$ cat src/rtl/input_debounce_edge_pkg.sv
// Shared types and defaults for the input debounce/edge stage.
package input_debounce_edge_pkg;

  typedef enum logic [1:0] {
    LOW       = 2'd0,
    WAIT_HIGH = 2'd1,
    HIGH      = 2'd2,
    WAIT_LOW  = 2'd3
  } db_state_e;

  localparam int unsigned DEFAULT_STABLE_CYCLES = 4;

endpackage : input_debounce_edge_pkg

$ cat src/rtl/input_debounce_edge_sync_2ff.sv
// Two-flop synchroniser for asynchronous single-bit inputs; resets to 0.
module sync_2ff (
  input  logic clk,
  input  logic rst_n,
  input  logic d,
  output logic q
);

  logic sync1_q, sync1_d;
  logic sync2_q, sync2_d;

  always_comb begin
    sync1_d = d;
    sync2_d = sync1_q;
  end

  always_ff @(posedge clk or negedge rst_n) begin
    if (!rst_n) begin
      sync1_q <= 1'b0;
      sync2_q <= 1'b0;
    end else begin
      sync1_q <= sync1_d;
      sync2_q <= sync2_d;
    end
  end

  assign q = sync2_q;

endmodule : sync_2ff

$ cat src/rtl/input_debounce_edge.sv
// Debounces an asynchronous input: synchronise, require STABLE_CYCLES matching
// samples, then emit a clean level plus one-cycle rise/fall pulses.
module input_debounce_edge
  import input_debounce_edge_pkg::*;
#(
  parameter  int unsigned STABLE_CYCLES = DEFAULT_STABLE_CYCLES,
  parameter  int unsigned GLITCH_W      = 8,
  localparam int unsigned CNT_W         = $clog2(STABLE_CYCLES + 1)
) (
  input  logic                clk,
  input  logic                rst_n,
  input  logic                in_raw,
  output logic                in_clean,
  output logic                rise_pulse,
  output logic                fall_pulse,
  output logic [CNT_W-1:0]    stable_cnt,
  output logic [GLITCH_W-1:0] glitch_cnt
);

  logic sync2;

  sync_2ff u_sync (
    .clk   (clk),
    .rst_n (rst_n),
    .d     (in_raw),
    .q     (sync2)
  );

  db_state_e           state_q, state_d;
  logic [CNT_W-1:0]    cnt_q, cnt_d;
  logic                in_clean_q, in_clean_d;
  logic                rise_q, rise_d;
  logic                fall_q, fall_d;
  logic [GLITCH_W-1:0] glitch_q, glitch_d;
  logic                cnt_done;
  logic                glitch_inc;

  assign cnt_done = (cnt_q == CNT_W'(STABLE_CYCLES - 1));

  always_comb begin
    state_d    = state_q;
    cnt_d      = cnt_q;
    in_clean_d = in_clean_q;
    rise_d     = 1'b0;
    fall_d     = 1'b0;
    glitch_inc = 1'b0;

    unique case (state_q)
      LOW: begin
        if (sync2) begin
          state_d = WAIT_HIGH;
          cnt_d   = CNT_W'(1);
        end
      end
      WAIT_HIGH: begin
        if (!sync2) begin
          state_d    = LOW;
          cnt_d      = '0;
          glitch_inc = 1'b1;
        end else if (cnt_done) begin
          state_d    = HIGH;
          cnt_d      = '0;
          in_clean_d = 1'b1;
          rise_d     = 1'b1;
        end else begin
          cnt_d = cnt_q + 1'b1;
        end
      end
      HIGH: begin
        if (!sync2) begin
          state_d = WAIT_LOW;
          cnt_d   = CNT_W'(1);
        end
      end
      WAIT_LOW: begin
        if (sync2) begin
          state_d    = HIGH;
          cnt_d      = '0;
          glitch_inc = 1'b1;
        end else if (cnt_done) begin
          state_d    = LOW;
          cnt_d      = '0;
          in_clean_d = 1'b0;
          fall_d     = 1'b1;
        end else begin
          cnt_d = cnt_q + 1'b1;
        end
      end
      default: begin
        state_d = LOW;
        cnt_d   = '0;
      end
    endcase

    // Saturating: the counter holds at all-ones once full.
    glitch_d = glitch_q;
    if (glitch_inc && (glitch_q != '1)) begin
      glitch_d = glitch_q + 1'b1;
    end
  end

  always_ff @(posedge clk or negedge rst_n) begin
    if (!rst_n) begin
      state_q    <= LOW;
      cnt_q      <= '0;
      in_clean_q <= 1'b0;
      rise_q     <= 1'b0;
      fall_q     <= 1'b0;
      glitch_q   <= '0;
    end else begin
      state_q    <= state_d;
      cnt_q      <= cnt_d;
      in_clean_q <= in_clean_d;
      rise_q     <= rise_d;
      fall_q     <= fall_d;
      glitch_q   <= glitch_d;
    end
  end

  assign in_clean   = in_clean_q;
  assign rise_pulse = rise_q;
  assign fall_pulse = fall_q;
  assign stable_cnt = cnt_q;
  assign glitch_cnt = glitch_q;

endmodule : input_debounce_edge
$ cat config.mk
export PLATFORM = sky130hd
export DESIGN_NAME = input_debounce_edge
export DESIGN_NICKNAME = d
export VERILOG_FILES = /design/src/rtl/input_debounce_edge_pkg.sv /design/src/rtl/input_debounce_edge_sync_2ff.sv /design/src/rtl/input_debounce_edge.sv
export SDC_FILE = /design/constraint.sdc
export NUM_CORES = 1
export LEC_CHECK = 0
export CAP_MARGIN = 15
export CORE_MARGIN = 2
export CORE_UTILIZATION = 51
export CTS_CLUSTER_SIZE = 12
export DETAILED_ROUTE_END_ITERATION = 16
export PLACE_DENSITY = 0.8
export SYNTH_ARGS = -nofsm -noshare
export SYNTH_HDL_FRONTEND = slang
export SYNTH_SLANG_ARGS = --single-unit
$ cat constraint.sdc
create_clock -name clk -period 2.8 [get_ports clk]
set_input_delay 0.42 -clock clk [delete_from_list [all_inputs] [get_ports clk]]
set_output_delay 0.42 -clock clk [all_outputs]
set_load 0.02 [all_outputs]
==> results.txt <==
Detail Placement HPWL -> 1040 um
Final Cycle Share -> 0.648
Via density -> 5.49
type of the worst min-delay path -> register to register
row count -> 14
Core Region -> 1470 um^2
CTS root buf -> clkbuf_4
pin count of the biggest net entering global routing -> 19
FFs w/ async S/R, synth -> 1.00
Yosys Warn Count -> 0
Cell Area, Synth -> 791 um^2
cell taking the most area after synthesis -> dfrtp_1
Layout area overhead -> 25.0%
H-tree depth -> 1
most common cell after layout, fill and taps aside -> dfrtp_1
Required @ worst endpoint -> 2.38 ns
largest family of logic cells by synthesized area -> simple AND/OR/NAND/NOR gates
first-pass GRT wire length -> 2500 um
post-CTS setup buffers -> 0
Pwr Total -> 0.933 mW
Synth Area in Adders -> 0.0316
skew final -> 0.000676 ns
Mapped Nets -> 73
Resized cells post-CTS -> 0
Synth Area in Compound Gates -> 0.0506
Vias -> 560
Final Setup Violations -> 0
Non-Filler Instances -> 102
commonest non-fill, non-tap cells in the layout -> dfrtp_1 (18), clkdlybuf4s50_1 (16), nand2_1 (7), nor2_1 (7), nand3_1 (4)
top cells by area, synth -> dfrtp_1 (57%), xnor2_4 (3.5%), nand2_1 (3.3%)
Least-Margin Pin Slew -> 0.768 ns
CTS buffer count -> 3
CP delay by family, top -> buffers and inverters
Post-synth EDFFs -> 0
Pwr per Cell Area -> 944 nW/um^2
# port buffers -> 16
final worst path period need -> 1.81 ns
CP peak stage delay -> 0.64 ns
final number of hold-violating endpoints -> 0
initial core utilization -> 0.537
most used flip-flop cell after synthesis -> dfrtp_1
Layout Utilization -> 0.672
Post-CTS Hold Fix Bufs -> 0
slew margin rel. -> 0.487
clock sinks -> 18
Die X -> 43.4 um
routability cong. -> 0.799
total negative slack -> 0 ns
total gr overflow -> 0
sequential cell area fraction in the yosys report -> 0.570
total routed wirelength -> 1380 um
GRT Resource Usage Total -> 0.187
Clock Pin Slew Worst Setup and Hold Paths -> 0.10 ns
Routed WL per cell -> 13.5 um
worst path cell trace -> clkdlybuf4s50_1
top-area cell type share of the netlist area -> 0.570
Gate Count Post-Synth -> 68
Setup CP Type -> register to primary output
nets -> 93
drt first-iter violations -> 9
later-pin clock latency in the skew report -> 0.29 ns
layout cell share with drive strength beyond 1 -> 0.0930
maximum VDD drop -> 609 uV
Post-Place Cells -> 99
post-synthesis simple-gate area fraction -> 0.184
xor/xnor share of the synthesized area -> 0.0791
portion of netlist area occupied by mux cells -> 0.0696
post-synthesis cell type count -> 24
drt pass-1 iters -> 4
# diodes -> 0
Max Clock Freq -> 551 MHz
CP max FO -> 5
Crit. End Element -> primary output
fill cell count -> 122
Slew Limit Fails -> 0
RSZ-0062 raised after global routing -> false
ANT nets after route -> 0
Worst Path Arrival -> 1.39 ns
Static Leak -> 0.451 nW
Seq cells post-synth -> 18
vias in the first global route -> 585
I/O pins -> 17
type of element launching the critical path -> register
initial antenna violation count -> 0
Worst path slowest cell -> clkdlybuf4s50_1
Buf/Inv on CP -> 1
die area -> 1880 um^2
maximum buffer depth of the clock tree -> 2
Remaining DRCs -> 0
die height -> 43.4 um
Max-Cap Viols -> 0
Syn Area/Cell -> 11.6 um^2
WHS -> 0.360 ns
CTS tree -> built
status -> finished clean
-- flip-flops by register name, summed over array words and instances, names as in the netlist, named ones only --
name            count
rise_pulse          1
in_clean            1
glitch_cnt          8
u_sync.q            1
stable_cnt          3
state_q             1
fall_pulse          1
u_sync.sync1_q      1
-- power breakdown --
part / internal [mW] / total [mW] / switching, mW / leakage (nW)
clock: 0.0502 / 0.128 / 0.0778 / 0.0138
sequential: 0.330 / 0.436 / 0.106 / 0.226
combinational: 0.190 / 0.369 / 0.179 / 0.211
total: 0.570 / 0.933 / 0.362 / 0.451
-- cell families (layout without fill, tap and decap cells) --
logic type | count (synthesis) | in the layout
fa+ha+maj | 2 | 2
flops | 18 | 18
mux | 5 | 5
simple gates | 29 | 29
compound gates | 6 | 6
buf+inv | 3 | 21
xor+xnor | 5 | 5
-- final timing paths --
kind	startpoint	to	slack, ns	cells past startpoint
setup / recovery	glitch_cnt[5]	glitch_cnt[5]	0.99	1
hold / removal	u_sync.sync1_q	u_sync.q	0.36	0
setup reg to reg	glitch_cnt[0]	glitch_cnt[1]	1.21	4
hold reg to reg	u_sync.sync1_q	u_sync.q	0.36	0
max in group asynchronous	rst_n	fall_pulse	1.76	1
min in group asynchronous	rst_n	u_sync.sync1_q	0.57	1
-- through the flow --
stage / instance area, um^2 / worst slack (ns)
CTS: 988 / 0.963
finish: 988 / 0.985
global placement: 966 / 1.29
global route: 988 / 0.932
detailed placement: 966 / 1.21
floorplan: 791 / 1.19
-- Yosys cell counts, types with 2 or more instances --
cell      n
and3_1    2
ha_1      2
mux2_1    2
nor2_1    7
nor3b_1   2
xor2_1    3
inv_1     2
nand2_1   7
nand3_1   4
o21ai_0   3
nand4_1   3
dfrtp_1  18
mux2_2    2
-- area by class of cell --
type | instances | area, um^2 | area share
Clock buffer | 3 | 22.5 | 0.0228
Sequential cell | 18 | 450 | 0.456
Timing Repair Buffer | 16 | 160 | 0.162
Tap cell | 16 | 20.0 | 0.0203
Inverter | 2 | 7.51 | 0.00759
Multi-Input combinational cell | 47 | 328 | 0.332
-- layer usage --
metal | global-route usage | wire length (um) | vias up
li1 | - | - | 272
met1 | 0.242 | 597 | 270
met2 | 0.287 | 685 | 14
met3 | 0.0333 | 61 | 4
met4 | 0.127 | 32 | 0
met5 | 0 | 0 | -
-- worst reg2reg max path: stages (launching register included) --
cell and delay [ns]:
dfrtp_1 0.43, ha_1 0.21, nand4_1 0.17, o211ai_2 0.32, mux2_1 0.35
Power figures use the tool's default switching activity.
